## src/rtl/uart_pkg.sv

```systemverilog
// rtl/uart_pkg.sv - shared state encodings and 8N1 frame constants for the UART cores
package uart_pkg;
    typedef enum logic [2:0] {
        ST_IDLE    = 3'd0,
        ST_START   = 3'd1,
        ST_DATA    = 3'd2,
        ST_STOP    = 3'd3,
        ST_CLEANUP = 3'd4
    } uart_state_e;

    localparam int   DATA_BITS = 8;
    localparam logic START_LVL = 1'b0;
    localparam logic STOP_LVL  = 1'b1;
endpackage

```

## src/rtl/uart_rx_core.sv

```systemverilog
// rtl/uart_rx_core.sv - synchronised 8N1 deserialiser with mid-bit sampling and framing check
module uart_rx_core
    import uart_pkg::*;
#(
    parameter int CLKS_PER_BIT = 234
) (
    input  logic                 clk,
    input  logic                 rst_n,
    input  logic                 rx_serial,
    output logic                 rx_dv,
    output logic [DATA_BITS-1:0] rx_byte
);
    localparam int            CW       = $clog2(CLKS_PER_BIT) + 1;
    localparam logic [CW-1:0] CNT_LAST = CW'(CLKS_PER_BIT - 1);
    localparam logic [CW-1:0] CNT_MID  = CW'((CLKS_PER_BIT - 1) / 2);

    logic                   meta_q, sync_q;
    uart_state_e            state_q, state_d;
    logic [CW-1:0]          cnt_q, cnt_d;
    logic [2:0]             idx_q, idx_d;
    logic [DATA_BITS-1:0]   shadow_q, shadow_d;
    logic [DATA_BITS-1:0]   byte_q, byte_d;
    logic                   dv_q, dv_d;
    logic                   brk_q, brk_d;

    always_comb begin
        state_d  = state_q;
        cnt_d    = cnt_q;
        idx_d    = idx_q;
        shadow_d = shadow_q;
        byte_d   = byte_q;
        dv_d     = 1'b0;
        // after a framing error the line must return high before a new start counts
        brk_d    = (sync_q == STOP_LVL) ? 1'b0 : brk_q;
        case (state_q)
            ST_IDLE: begin
                cnt_d = '0;
                idx_d = '0;
                if (sync_q == START_LVL && !brk_q) state_d = ST_START;
            end
            ST_START: begin
                if (cnt_q == CNT_MID) begin
                    cnt_d   = '0;
                    state_d = (sync_q == START_LVL) ? ST_DATA : ST_IDLE;
                end else begin
                    cnt_d = cnt_q + CW'(1);
                end
            end
            ST_DATA: begin
                if (cnt_q == CNT_LAST) begin
                    cnt_d    = '0;
                    shadow_d = {sync_q, shadow_q[DATA_BITS-1:1]};
                    if (idx_q == 3'(DATA_BITS - 1)) state_d = ST_STOP;
                    else                            idx_d   = idx_q + 3'd1;
                end else begin
                    cnt_d = cnt_q + CW'(1);
                end
            end
            ST_STOP: begin
                if (cnt_q == CNT_LAST) begin
                    cnt_d   = '0;
                    state_d = ST_CLEANUP;
                    if (sync_q == STOP_LVL) begin
                        byte_d = shadow_q;
                        dv_d   = 1'b1;
                    end else begin
                        brk_d = 1'b1;
                    end
                end else begin
                    cnt_d = cnt_q + CW'(1);
                end
            end
            ST_CLEANUP: state_d = ST_IDLE;
            default:    state_d = ST_IDLE;
        endcase
    end

    always_ff @(posedge clk or negedge rst_n) begin
        if (!rst_n) begin
            meta_q   <= STOP_LVL;
            sync_q   <= STOP_LVL;
            state_q  <= ST_IDLE;
            cnt_q    <= '0;
            idx_q    <= '0;
            shadow_q <= '0;
            byte_q   <= '0;
            dv_q     <= 1'b0;
            brk_q    <= 1'b0;
        end else begin
            meta_q   <= rx_serial;
            sync_q   <= meta_q;
            state_q  <= state_d;
            cnt_q    <= cnt_d;
            idx_q    <= idx_d;
            shadow_q <= shadow_d;
            byte_q   <= byte_d;
            dv_q     <= dv_d;
            brk_q    <= brk_d;
        end
    end

    assign rx_dv   = dv_q;
    assign rx_byte = byte_q;
endmodule

```

## src/rtl/uart_tx_core.sv

```systemverilog
// rtl/uart_tx_core.sv - 8N1 serialiser; one byte per accepted strobe, busy while framing
module uart_tx_core
    import uart_pkg::*;
#(
    parameter int CLKS_PER_BIT = 234
) (
    input  logic                 clk,
    input  logic                 rst_n,
    input  logic                 tx_dv,
    input  logic [DATA_BITS-1:0] tx_byte,
    output logic                 tx_active,
    output logic                 tx_serial,
    output logic                 tx_done
);
    localparam int            CW       = $clog2(CLKS_PER_BIT) + 1;
    localparam logic [CW-1:0] CNT_LAST = CW'(CLKS_PER_BIT - 1);
    localparam logic [CW-1:0] CNT_PRE  = CW'(CLKS_PER_BIT - 2);

    uart_state_e            state_q, state_d;
    logic [CW-1:0]          cnt_q, cnt_d;
    logic [2:0]             idx_q, idx_d;
    logic [DATA_BITS-1:0]   data_q, data_d;
    logic                   active_q, active_d;
    logic                   serial_q, serial_d;
    logic                   done_q, done_d;

    always_comb begin
        state_d  = state_q;
        cnt_d    = cnt_q;
        idx_d    = idx_q;
        data_d   = data_q;
        active_d = active_q;
        serial_d = serial_q;
        done_d   = 1'b0;
        case (state_q)
            ST_IDLE: begin
                serial_d = STOP_LVL;
                active_d = 1'b0;
                cnt_d    = '0;
                idx_d    = '0;
                if (tx_dv) begin
                    data_d   = tx_byte;
                    state_d  = ST_START;
                    serial_d = START_LVL;
                    active_d = 1'b1;
                end
            end
            ST_START: begin
                if (cnt_q == CNT_LAST) begin
                    cnt_d    = '0;
                    state_d  = ST_DATA;
                    serial_d = data_q[0];
                end else begin
                    cnt_d = cnt_q + CW'(1);
                end
            end
            ST_DATA: begin
                // data_q shifts right so the next bit to send is always at [1]
                if (cnt_q == CNT_LAST) begin
                    cnt_d = '0;
                    if (idx_q == 3'(DATA_BITS - 1)) begin
                        state_d  = ST_STOP;
                        serial_d = STOP_LVL;
                    end else begin
                        idx_d    = idx_q + 3'd1;
                        serial_d = data_q[1];
                        data_d   = {1'b0, data_q[DATA_BITS-1:1]};
                    end
                end else begin
                    cnt_d = cnt_q + CW'(1);
                end
            end
            ST_STOP: begin
                if (cnt_q == CNT_PRE) begin
                    done_d   = 1'b1;
                    active_d = 1'b0;
                end
                if (cnt_q == CNT_LAST) begin
                    cnt_d   = '0;
                    state_d = ST_CLEANUP;
                end else begin
                    cnt_d = cnt_q + CW'(1);
                end
            end
            ST_CLEANUP: state_d = ST_IDLE;
            default:    state_d = ST_IDLE;
        endcase
    end

    always_ff @(posedge clk or negedge rst_n) begin
        if (!rst_n) begin
            state_q  <= ST_IDLE;
            cnt_q    <= '0;
            idx_q    <= '0;
            data_q   <= '0;
            active_q <= 1'b0;
            serial_q <= STOP_LVL;
            done_q   <= 1'b0;
        end else begin
            state_q  <= state_d;
            cnt_q    <= cnt_d;
            idx_q    <= idx_d;
            data_q   <= data_d;
            active_q <= active_d;
            serial_q <= serial_d;
            done_q   <= done_d;
        end
    end

    assign tx_active = active_q;
    assign tx_serial = serial_q;
    assign tx_done   = done_q;
endmodule

```

## src/rtl/uart_transceiver.sv

```systemverilog
// rtl/uart_transceiver.sv - full-duplex 8N1 UART built from independent TX and RX cores
module uart_transceiver #(
    parameter int CLKS_PER_BIT = 234
) (
    input  logic       i_Clock,
    input  logic       i_Rst_L,
    input  logic       i_Tx_DV,
    input  logic [7:0] i_Tx_Byte,
    output logic       o_Tx_Active,
    output logic       o_Tx_Serial,
    output logic       o_Tx_Done,
    input  logic       i_Rx_Serial,
    output logic       o_Rx_DV,
    output logic [7:0] o_Rx_Byte
);
    uart_tx_core #(.CLKS_PER_BIT(CLKS_PER_BIT)) u_tx (
        .clk       (i_Clock),
        .rst_n     (i_Rst_L),
        .tx_dv     (i_Tx_DV),
        .tx_byte   (i_Tx_Byte),
        .tx_active (o_Tx_Active),
        .tx_serial (o_Tx_Serial),
        .tx_done   (o_Tx_Done)
    );

    uart_rx_core #(.CLKS_PER_BIT(CLKS_PER_BIT)) u_rx (
        .clk       (i_Clock),
        .rst_n     (i_Rst_L),
        .rx_serial (i_Rx_Serial),
        .rx_dv     (o_Rx_DV),
        .rx_byte   (o_Rx_Byte)
    );
endmodule

```

## config.mk

```make
export PLATFORM = sky130hd
export DESIGN_NAME = uart_transceiver
export DESIGN_NICKNAME = d
export VERILOG_FILES = /design/src/rtl/uart_pkg.sv /design/src/rtl/uart_rx_core.sv /design/src/rtl/uart_tx_core.sv /design/src/rtl/uart_transceiver.sv
export SDC_FILE = /design/constraint.sdc
export NUM_CORES = 1
export LEC_CHECK = 0
export BUFFER_PORTS_ARGS = -buffer_cell sky130_fd_sc_hd__buf_2
export CORE_MARGIN = 2
export CORE_UTILIZATION = 47
export CTS_CLUSTER_DIAMETER = 200
export DETAILED_ROUTE_END_ITERATION = 10
export GPL_TIMING_DRIVEN = 1
export PLACE_DENSITY = 0.75
export SYNTH_ARGS = -nofsm -noshare
export SYNTH_HDL_FRONTEND = slang
export SYNTH_HIERARCHICAL = 1
export SYNTH_SLANG_ARGS = --single-unit
```

## constraint.sdc

```tcl
create_clock -name i_Clock -period 3 [get_ports i_Clock]
set_clock_uncertainty 0.05 [all_clocks]
set_input_delay 0 -clock i_Clock [delete_from_list [all_inputs] [get_ports i_Clock]]
set_output_delay 0 -clock i_Clock [all_outputs]
set_load 0.02 [all_outputs]
```

# Yosys cells after proc, flatten, opt, wreduce, memory -nomap -nowiden
# Cells that the tools add are included.
[totals]
regBits = 61
input_bits = 12
out_inout_bits = 12
wordCells = 112
[op_classes]
addsub = 4
n_eq_ne = 25
muxes = 45
bitwise_logic = 1
reduce_logical = 21
[op_table]
columns = ["op", "count"]
rows = [
  ["3-bit 2-to-1 mux", 14],
  ["9-bit by 8-bit == test with 1-bit output, second input constant", 3],
  ["9-bit 2-to-1 mux", 3],
  ["9-bit case mux with 3 select lines", 1],
  ["8-bit 2-to-1 mux", 3],
  ["3-bit case mux with 4 select lines", 2],
  ["2-bit by 1-bit != test with 1-bit output, second input constant", 10],
  ["9-bit by 1-bit adder with 9-bit output, second input constant", 2],
  ["9-bit case mux with 2 select lines", 1],
  ["8-bit case mux with 2 select lines", 1],
  ["1-bit 2-to-1 mux", 15],
  ["3-bit by 2-bit == test with 1-bit output, second input constant", 4],
  ["3-bit case mux with 2 select lines", 2],
  ["3-bit AND reduction", 4],
  ["5-bit AND reduction", 2],
  ["9-bit by 7-bit == test with 1-bit output, second input constant", 1],
  ["2-bit nonzero test", 4],
  ["3-bit by 1-bit adder with 3-bit output, second input constant", 2],
  ["3-bit by 1-bit == test with 1-bit output, second input constant", 2],
  ["3-bit == test, second input constant", 2],
  ["3-bit zero test", 2],
  ["2-bit != test, second input constant", 3],
  ["3-bit nonzero test", 2],
  ["2-bit AND reduction", 2],
  ["other kinds (9)", 9],
]

# Logic depth before layout (Yosys ltp)
# Gate-level depths: netlist of run 1.
[logic_depth]
ltp_word = 4
depth_mapped = 7

# Modules after synthesis
# Netlist of run 1, hierarchy kept.
[by_module_without_submodules]
columns = ["mod", "n_inst", "cells_each", "area_each_um2", "seq_area_each_um2"]
rows = [
  ["uart_rx_core", 1, 138, 1615.3, 878.3],
  ["uart_tx_core", 1, 135, 1445.1, 651.9],
]

# Worst setup path before layout of run 1
# No wires, ideal clock.
[synth_path]
kind = "register to register"
start = "register u_rx.cnt_q[1]"
end = "register u_rx.shadow_q[0]"
arrival_ps = 1823
slack_ps = 1002
stages_incl_launch_ff = 7
period_less_slack_ps = 1998
cell_sequence = "dfrtp_1 inv_1 ha_1 nand4b_2 nor4_4 nor4b_4 mux2_2"
[synth_between]
elab_chain_cells = 2
[synth_rtl]
columns = ["item", "line", "text"]
rows = [
  ["start, declared", "uart_rx_core.sv:19", "logic [CW-1:0] cnt_q, cnt_d;"],
  ["start signal, assigned", "uart_rx_core.sv:93", "cnt_q <= cnt_d;"],
  ["9-bit by 8-bit == test with 1-bit output", "uart_rx_core.sv:50", "if (cnt_q == CNT_LAST) begin"],
  ["2-bit AND reduction (no line)", "--", ""],
  ["end signal, assigned", "uart_rx_core.sv:95", "shadow_q <= shadow_d;"],
  ["end, declared", "uart_rx_core.sv:21", "logic [DATA_BITS-1:0] shadow_q, shadow_d;"],
]
# Every way passes these cells.
# A chain may end at the register's enable or synchronous reset.

# Worst setup path in the final report of run 1
[layout_path]
start = "register u_rx.cnt_q[1]"
end = "register u_rx.shadow_q[6]"
# Same word-level chain as after synthesis.

==> key figures, run 1 <==
Outcome
  – Status: completed

Critical path
  – Beginning of the critical path: u_rx/cnt_q[1]
  – Worst-path maximum fanout: 10
  – Crit path capture type: flip-flop
  – Start of the worst register-to-register path: u_rx/cnt_q[1]
  – Family with the most delay on the worst path: simple AND/OR/NAND/NOR gates
  – WS Path Type: flip-flop to flip-flop
  – Buf/Inv on CP: 1
  – Req. time, crit path: 3.16 ns
  – Crit path max-delay cell type: nor4b_4
  – Startpoint Class: flip-flop
  – Worst path cell trace: inv_1, ha_1, nand4b_2, nor4_4, nor4b_4, mux2_2
  – Worst path max stage delay: 0.59 ns
  – WP data arrival: 2.38 ns
  – Register-to-register setup slack: 0.78 ns

Yosys
  – Seq cells post-synth: 61
  – Mapped cell area: 3060 sq um
  – Top cell type's share of synthesized area: 47.4%
  – Sequential-to-total area share from yosys stat: 50.0%
  – Post-synth EDFFs: 0
  – Cell with the most instances after synthesis: dfrtp_1
  – Mapped Cells: 273
  – Syn Nets: 295
  – Yosys warns: 6
  – Top post-synthesis cells by count: dfrtp_1, mux2_2, nand2_1, nor2_1, nor3_1
  – Avg Inst Size Synth: 11.2 sq um
  – Yosys cell types: 53
  – Async S/R FF share, synth: 100%
  – Dominant synthesized flop cell: dfrtp_1
  – Leading area contributor after synthesis: dfrtp_1
  – Synth area leaders: dfrtp_1, mux2_2, ha_1

Timing
  – Max Fclk: 451 MHz
  – TNS Setup: 0 ns
  – Final Cycle Share: 74.0%
  – Final setup violation count: 0
  – Min Tclk post-route: 2.22 ns
  – Slew Limit Fails: 0
  – Worst-Margin Slew: 0.990 ns
  – Worst slew margin: 34.0%
  – RSZ-0062 raised after global routing: false
  – Final hold violations: 0

Clock network
  – Root Driver: clkbuf_8
  – Post-CTS Resized: 0
  – Post-CTS setup buffers: 0
  – Htree depth: 3
  – CTS tree: done
  – Clk slew on worst S/H paths: 0.07 ns
  – Cts hold-fix bufs: 12
  – Worst skew pair latency: 0.33 ns
  – CTS buffer count: 9
  – Clock Sinks: 61
  – Deepest clock path buffer count: 2

Routing
  – Vias per cell: 5.63
  – DRT iter0 DRCs: 161
  – Routed metal-1 wire length: 2620 um
  – Drt pass-1 iters: 4
  – Post-DRT Antenna Nets: 0
  – DR WL met2: 2710 um
  – Drt total wl: 5660 um
  – Vias post-DR: 2,207
  – Drc violations: 0
  – Top layer in use: met4
  – Wire per inst: 14.4 um
  – DR WL met3: 240 um

Global route
  – Total GRT Usage: 17.7%
  – Number of global-route vias before repair: 2,192
  – Antenna violations before repair: 0
  – Global-route wire length before repair: 10,200 um
  – Largest net degree at the start of global routing: 47
  – Total grt overflow: 0

Floorplanning
  – Die width: 84.7 um
  – Die Area: 7170 sq um
  – CORE AREA: 6310 sq um
  – Die Y-Extent: 84.7 um
  – Starting Density: 48.5%
  – Num rows: 29
  – Top Ports: 24

Placement
  – Dpl hpwl: 3790 um
  – RePlAce Congestion: 0.827
  – IO Port Bufs: 23

Final layout
  – FF+latch area: 1530 sq um
  – P&R area growth vs syn: 15.8%
  – Antenna Cells: 0
  – Final nets: 332
  – Share of cells above drive strength 1: 27.6%
  – Filler Cell Count: 559
  – Area of the multi-input gates: 1440 sq um

Power
  – Power share of the combinational group: 2.5%
  – Seq pwr share: 52.3%
  – Switching Fraction: 21.0%
  – Power, Total: 1.58 mW
  – Psw: 332 uW
  – Clk network pwr share: 45.2%
  – Pleak: 1.68 nW
  – PD cells: 446 nW/um^2
  – P_int: 1.25 mW
  – Maximum VDD drop: 0.302 mV

Hold path
  – Hold path startpoint: i_Rx_Serial
  – Hold Path Class: input pin to flip-flop

Flow run
  – Max-Cap Viols: 0
==> cell families after synthesis <==
group | synth area share (%)
AND/OR/NAND/NOR | 17.7
flip-flops | 50.0
AO/OA/AOI/OAI | 10.3
multiplexers | 13.8
buffers and inverters | 2.94
adder cells (fa/ha/maj) | 4.09
XOR/XNOR | 1.14
==> worst paths after layout <==
check                              endpoint  cells past startpoint
setup / recovery           u_rx/shadow_q[6]                      6
hold / removal                  u_rx/meta_q                      2
setup reg to reg           u_rx/shadow_q[6]                      6
hold reg to reg                 u_rx/sync_q                      0
max in group asynchronous   u_rx/rx_byte[6]                      3
min in group asynchronous     u_rx/cnt_q[7]                      2
==> per-stage QoR <==
step	hold WS [ns]	util, %	cells	instance area [sq um]	worst slack, ns
6_report	0.261	56.1	392	3540	0.781
5_1_grt	0.246	56.1	392	3540	0.620
4_1_cts	0.247	56.1	392	3540	0.751
3_5_place_dp	0.0659	51.2	364	3230	0.769
3_3_place_gp	0.0720	51.2	364	3230	0.841
2_1_floorplan	-0.346	-	273	3060	1.00
==> layout make-up <==
cell class	instances	share of cell area, %
flip-flops and latches	61	43.2
multi-input cells	191	40.6
repair buffers	36	6.85
clock buffers	12	4.10
well taps	77	2.72
clock inverters	4	1.34
inverters	11	1.17
==> flip-flops by register name, indices dropped and copies added (netlist names), 3 cells and up <==
name and flops:
u_rx/cnt_q 9, u_tx/cnt_q 9, u_rx/rx_byte 8, u_rx/shadow_q 8, u_tx/data_q 8, u_rx/idx_q 3, u_rx/state_q 3, u_tx/idx_q 3
u_tx/state_q 3
==> routing by layer <==
| metal | track usage [%] | up-vias |
|---|---|---|
| li1 | - | 1081 |
| met1 | 23.4 | 1067 |
| met2 | 26.9 | 50 |
| met3 | 6.29 | 9 |
| met4 | 6.78 | 0 |
| met5 | 0 | - |
==> power groups by stage <==
| stage | registers, mW | clock network [mW] | logic [mW] |
|---|---|---|---|
| 2_1_floorplan | 0.841 | 0 | 0.00514 |
| 3_3_place_gp | 0.841 | 0 | 0.0307 |
| 3_5_place_dp | 0.841 | 0 | 0.0308 |
| 4_1_cts | 0.826 | 0.735 | 0.0416 |
| 5_1_grt | 0.825 | 0.778 | 0.0470 |
| 6_report | 0.826 | 0.714 | 0.0402 |
==> placed cells by master, fill, tap and decap left out, types with 3 or more instances in the layout <==
| cell type | netlist | routed |
|---|---|---|
| ha_1 | 10 | 10 |
| inv_1 | 10 | 10 |
| a31oi_1 | 4 | 4 |
| buf_2 | 3 | 23 |
| nand3_1 | 8 | 8 |
| dfstp_2 | 3 | 3 |
| o211ai_1 | 5 | 5 |
| dlygate4sd3_1 | 0 | 12 |
| o22ai_1 | 4 | 4 |
| dfrtp_1 | 58 | 58 |
| o21ai_0 | 10 | 10 |
| nand4_1 | 5 | 5 |
| a21oi_1 | 5 | 5 |
| mux2_2 | 33 | 33 |
| mux2i_1 | 5 | 5 |
| nor3_1 | 11 | 11 |
| and3_1 | 4 | 4 |
| nor2_1 | 22 | 22 |
| clkbuf_8 | 0 | 10 |
| nand2_1 | 25 | 25 |
No activity file was read; power rests on OpenSTA's default activity.
==> run 2, diff against run 1 <==
- PLACE_DENSITY: 0.75 -> 0.77
- clock period: 3 -> 1.9 ns (I/O delays scaled with it)
==> key figures, run 2 (synthesized netlist as in run 1, its figures left out) <==
Outcome
  – Status: completed

Timing
  – WHS: 0.135 ns (-0.125 ns)
  – Final Cycle Share: 99.8% (+26 points)
  – Final hold violations: 0 (unchanged)
  – Min Tclk post-route: 1.90 ns (-0.323 ns)
  – Worst slew margin: 77.6% (+44 points)
  – RSZ-0062 raised after global routing: true
  – TNS Setup: 0 ns (unchanged)
  – Final setup violation count: 0 (unchanged)
  – Slew Limit Fails: 0 (unchanged)
  – Worst-Margin Slew: 0.333 ns (-0.657 ns)
  – Max Fclk: 527 MHz (+17%)

Final layout
  – Antenna Cells: 0 (unchanged)
  – Share of cells above drive strength 1: 37.2% (+9.6 points)
  – Layout Utilization: 63.2% (+7.1 points)
  – P&R area growth vs syn: 30.4%
  – Commonest non-fill, non-tap cell in the layout: dfrtp_1
  – Final nets: 366 (+10%)
  – Biggest regs: u_rx/cnt_q (9), u_tx/cnt_q (9)
  – Fin cells: 426 (+8.7%)
  – Most frequent cells in the layout: dfrtp_1, buf_4, nand2_1, buf_2, nor2_1

Routing
  – Drt pass-1 iters: 4 (unchanged)
  – Vias post-DR: 2,380 (+7.8%)
  – Wire per inst: 16.0 um (+11%)
  – Post-DRT Antenna Nets: 0 (unchanged)
  – DRT iter0 DRCs: 131 (-19%)
  – Drt total wl: 6800 um (+20%)
  – Vias per cell: 5.59 (-0.77%)
  – Drc violations: 0 (unchanged)

Clock network
  – Clock Sinks: 61 (unchanged)
  – CTS tree: done
  – Deepest clock path buffer count: 2 (unchanged)
  – Worst skew pair latency: 0.35 ns (+0.02 ns)
  – Root Driver: clkbuf_8
  – Htree depth: 3 (unchanged)
  – Clk slew on worst S/H paths: 0.07 ns (about the same)
  – CTS buffer count: 9 (unchanged)

Critical path
  – Crit path capture type: flip-flop
  – WS Path Type: flip-flop to flip-flop
  – Buf/Inv on CP: 2 (+1)
  – Startpoint Class: flip-flop
  – Worst-path maximum fanout: 7 (-3)
  – Family with the most delay on the worst path: flip-flops
  – Worst path cell trace: inv_2, ha_4, and4bb_4, nand2_4, o31ai_4, buf_6, mux2_4
  – Beginning of the critical path: u_tx/cnt_q[1]
  – WP data arrival: 2.08 ns (-0.30 ns)
  – Start of the worst register-to-register path: u_tx/cnt_q[1]
  – Crit path max-delay cell type: dfrtp_1
  – Worst path max stage delay: 0.39 ns (-0.20 ns)
  – Register-to-register setup slack: 0.004 ns (-0.78 ns)
  – Req. time, crit path: 2.08 ns (-1.08 ns)

Power
  – Psw: 540 uW (+63%)
  – P_int: 2.32 mW (+86%)
  – Pleak: 1.93 nW (+15%)
  – Maximum VDD drop: 0.678 mV (+120%)
  – Seq pwr share: 45.7% (-6.6 points)
  – Power share of the combinational group: 2.4% (about the same)
  – Clk network pwr share: 51.9% (+6.7 points)
  – Switching Fraction: 18.9% (-2.1 points)
  – PD cells: 716 nW/um^2 (+61%)

Global route
  – Number of global-route vias before repair: 2,437 (+11%)
  – Grt met3 use: 5.80% (-0.49 points)
  – Total GRT Usage: 19.2% (+1.5 points)
  – Global-route wire length before repair: 11,000 um (+7.7%)
  – Most used routing layer: met2
  – M1 GR Usage: 23.5% (+0.079 points)
  – Antenna violations before repair: 0 (unchanged)
  – GR Layer Usage met2: 32.4% (+5.5 points)
  – Total grt overflow: 0 (unchanged)
  – Largest net degree at the start of global routing: 62 (+32%)

Floorplanning
  – Starting Density: 48.5% (unchanged)
  – Num rows: 29 (unchanged)
  – Die width: 84.7 um (unchanged)
  – Die Area: 7170 sq um (unchanged)
  – Die Y-Extent: 84.7 um (unchanged)
  – Top Ports: 24 (unchanged)
  – CORE AREA: 6310 sq um (unchanged)

Placement
  – Dpl hpwl: 4160 um (+10%)
  – IO Port Bufs: 23 (unchanged)
  – RePlAce Congestion: 0.826 (-0.23%)
  – Cells after DPL: 390 (+7.1%)

Hold path
  – Hold Path Class: input pin to async pin

Flow run
  – Max-Cap Viols: 0 (unchanged)
run 2: changes by cell type in the layout (fill, tap and decap cells not counted), moves of 2 or more:
cell       previous run  this run
mux2_2               33        21
inv_2                 0         2
buf_6                 0         3
clkinv_2              2         0
buf_4                 1        32
inv_1                10         8
mux2_4                0        12
ha_4                  0         2
bufinv_16             1         3
clkbuf_8             10        12
ha_1                 10         8
run 2: cell type report:
| cell class | instances | area [sq um] |
|---|---|---|
| Multi-Input combinational cell | 191 | 1540 |
| Sequential cell | 61 | 1530 |
| Fill cell | 481 | 2320 |
| Clock inverter | 3 | 90.1 |
| Timing Repair Buffer | 70 | 519 |
| Inverter | 11 | 41.3 |
| Tap cell | 77 | 96.3 |
| Clock buffer | 13 | 169 |
run 2: layer usage:
layer | wire, um | vias to the layer above
met5 | 0 | -
met1 | 2990 | 1197
met4 | 77 | 0
met3 | 297 | 9
li1 | - | 1132
met2 | 3430 | 42
run 2: path summary, 6_finish.rpt:
path                                   to  depth (start not counted)
hold reg to reg               u_rx/sync_q                          0
hold / removal             u_tx/data_q[1]                          3
setup / recovery           u_tx/data_q[2]                          7
setup reg to reg           u_tx/data_q[2]                          7
max in group asynchronous  u_tx/tx_serial                          3
min in group i_Clock          u_rx/meta_q                          2
run 2: power by group through the flow:
stage               combinational, mW  clock [mW]  sequential, mW
floorplan                     0.00811           0            1.33
global placement               0.0511           0            1.33
detailed placement             0.0520           0            1.33
CTS                            0.0689        1.50            1.30
global route                   0.0779        1.56            1.30
finish                         0.0697        1.48            1.30
run 2: stage by stage:
stage | worst slack [ns] | power, mW | instance area [sq um]
after floorplan | -0.0685 | 1.34 | 3090
after global placement | 0.0125 | 1.38 | 3460
after detailed placement | -0.0396 | 1.38 | 3460
after CTS | 0.0238 | 2.87 | 3850
after global routing | -0.0951 | 2.94 | 3990
final | 0.00378 | 2.86 | 3990
run 2: worst register-to-register path, stage by stage (launching register included):
cell	delay, ns
dfrtp_1	0.39
inv_2	0.08
ha_4	0.12
and4bb_4	0.29
nand2_4	0.09
o31ai_4	0.28
buf_6	0.19
mux2_4	0.31
run 2: repair_timing:
item,in CTS,in global routing
pin swaps,1,3
endpoints found under the hold margin,72,0
endpoints found under the setup margin,8,34
setup buffers,2,6
hold buffers,11,0
cloned,0,1
gates resized for setup,1,22
==> run 3, diff against run 2 <==
- CTS_BUF_LIST: not set -> sky130_fd_sc_hd__clkbuf_2
==> key figures, run 3 (synthesized netlist as in run 1, its figures left out) <==
Power
  – Power, Total: 2.40 mW (-16%)
  – Pleak: 1.89 nW (-2.5%)
  – Maximum VDD drop: 0.631 mV (-6.8%)
  – PD cells: 625 nW/um^2 (-13%)

Global route
  – Largest net degree at the start of global routing: 62 (unchanged)
  – Total grt overflow: 0 (unchanged)
  – Global-route wire length before repair: 10,900 um (-0.69%)
  – Total GRT Usage: 19.1% (-0.17 points)
  – Number of global-route vias before repair: 2,432 (-0.21%)
  – Antenna violations before repair: 0 (unchanged)

Routing
  – Wire per inst: 14.8 um (-7.1%)
  – Vias post-DR: 2,348 (-1.3%)
  – Drt pass-1 iters: 4 (unchanged)
  – Post-DRT Antenna Nets: 0 (unchanged)
  – Vias per cell: 5.51 (-1.3%)
  – DRT iter0 DRCs: 139 (+6.1%)
  – Drt total wl: 6320 um (-7.1%)
  – Drc violations: 0 (unchanged)

Placement
  – Dpl hpwl: 4160 um (unchanged)
  – Cells after DPL: 390 (unchanged)
  – RePlAce Congestion: 0.826 (unchanged)
  – IO Port Bufs: 23 (unchanged)

Floorplanning
  – Top Ports: 24 (unchanged)
  – Num rows: 29 (unchanged)
  – Die Y-Extent: 84.7 um (unchanged)
  – Die width: 84.7 um (unchanged)
  – Die Area: 7170 sq um (unchanged)
  – CORE AREA: 6310 sq um (unchanged)
  – Starting Density: 48.5% (unchanged)

Final layout
  – Fin cells: 426 (unchanged)
  – Most frequent cells in the layout: dfrtp_1, mux2_2, buf_4, nand2_1, buf_2
  – Share of cells above drive strength 1: 36.4% (-0.86 points)
  – Commonest non-fill, non-tap cell in the layout: dfrtp_1
  – Area of the multi-input gates: 1490 sq um (-3.3%)
  – Final nets: 366 (unchanged)
  – P&R area growth vs syn: 25.4%
  – FF+latch area: 1530 sq um (unchanged)
  – Antenna Cells: 0 (unchanged)
  – Filler Cell Count: 502 (+4.4%)
  – Biggest regs: u_rx/cnt_q (9), u_tx/cnt_q (9)

Timing
  – Max Fclk: 534 MHz (+1.2%)
  – Worst-Margin Slew: 0.326 ns (-0.00678 ns)
  – Min Tclk post-route: 1.87 ns (-0.0223 ns)
  – RSZ-0062 raised after global routing: true
  – Final hold violations: 0 (unchanged)
  – WHS: 0.109 ns (-0.0266 ns)
  – Slew Limit Fails: 0 (unchanged)
  – TNS Setup: 0 ns (unchanged)
  – Worst slew margin: 78.2% (+0.62 points)
  – Final Cycle Share: 98.6% (-1.2 points)
  – Final setup violation count: 0 (unchanged)

Critical path
  – Startpoint Class: flip-flop
  – Crit path capture type: flip-flop
  – Req. time, crit path: 2.24 ns (+0.16 ns)
  – Worst path cell trace: inv_2, ha_1, and4bb_4, nand2_4, o31ai_4, buf_6, mux2_2
  – WS Path Type: flip-flop to flip-flop
  – WP data arrival: 2.21 ns (+0.13 ns)
  – Worst path max stage delay: 0.42 ns (+0.03 ns)
  – Crit path max-delay cell type: dfrtp_1
  – Beginning of the critical path: u_tx/cnt_q[1]
  – Family with the most delay on the worst path: flip-flops
  – Buf/Inv on CP: 2 (unchanged)
  – Worst-path maximum fanout: 7 (unchanged)
  – Start of the worst register-to-register path: u_tx/cnt_q[1]

Clock network
  – Deepest clock path buffer count: 2 (unchanged)
  – CTS buffer count: 9 (unchanged)
  – Htree depth: 3 (unchanged)
  – Worst skew pair latency: 0.49 ns (+0.14 ns)
  – Clk slew on worst S/H paths: 0.15 ns (+0.08 ns)
  – CTS tree: done
  – Clock Sinks: 61 (unchanged)
  – Root Driver: clkbuf_2

Hold path
  – Hold path startpoint: i_Rx_Serial
  – Hold Path Class: input pin to flip-flop

Flow run
  – Max-Cap Viols: 0 (unchanged)

Outcome
  – Status: completed
run 3: changes by cell type in the layout (fill, tap and decap cells not counted), moves of 2 or more:
cell,before,now
buf_4,32,30
clkinv_1,1,4
mux2_4,12,2
clkbuf_2,0,10
mux2_2,21,31
clkbuf_8,12,0
run 3: power breakdown:
part	total [mW]	switching (mW)	internal (mW)
logic	0.0706	0.0359	0.0347
registers	1.31	0.00196	1.30
clock network	1.02	0.462	0.562
run 3: area by class of cell:
cell class	instances	area share (%)
Sequential cell	61	39.9
Clock inverter	6	2.64
Inverter	11	1.08
Multi-Input combinational cell	191	38.9
Timing Repair Buffer	70	13.7
Clock buffer	10	1.30
Tap cell	77	2.51
run 3: worst paths after layout:
check	to	depth (start not counted)	slack (ns)
max in group asynchronous	u_tx/tx_serial	4	0.92
worst min register to register	u_rx/sync_q	0	0.33
min in group asynchronous	u_tx/data_q[2]	4	0.55
worst min-delay path	u_rx/meta_q	2	0.11
worst max register to register	u_tx/data_q[6]	7	0.03
worst max-delay path	u_tx/data_q[6]	7	0.03
run 3: metrics by stage:
step                worst slack (ns)  util [%]  instance area (sq um)
floorplan                    -0.0685         -                   3090
finish                        0.0260      60.8                   3840
global route                 -0.0471      60.8                   3840
CTS                           0.0164      59.5                   3750
detailed placement           -0.0396      54.9                   3460
global placement              0.0125      54.9                   3460
run 3: routing by layer:
metal	wire (um)	vias up	GRT usage (%)
met3	256	11	6.10
met5	0	-	0
li1	-	1137	-
met1	2770	1151	23.0
met2	3210	49	32.8
met4	85	0	5.48
run 3: repair_timing:
action                                  CTS  global route
pin swaps                                 1             2
endpoints found under the hold margin    73             0
setup buffers                             2             6
resized for setup                         1            11
hold buffers                             12             0
endpoints found under the setup margin    8            36
run 3: worst register-to-register path: cells and delay by family, from the launching register on:
| family | cells | cell delay (ns) |
|---|---|---|
| AND/OR/NAND/NOR | 2 | 0.37 |
| adder cells (fa/ha/maj) | 1 | 0.13 |
| flip-flops | 1 | 0.42 |
| multiplexers | 1 | 0.34 |
| AO/OA/AOI/OAI | 1 | 0.25 |
| buffers and inverters | 2 | 0.23 |
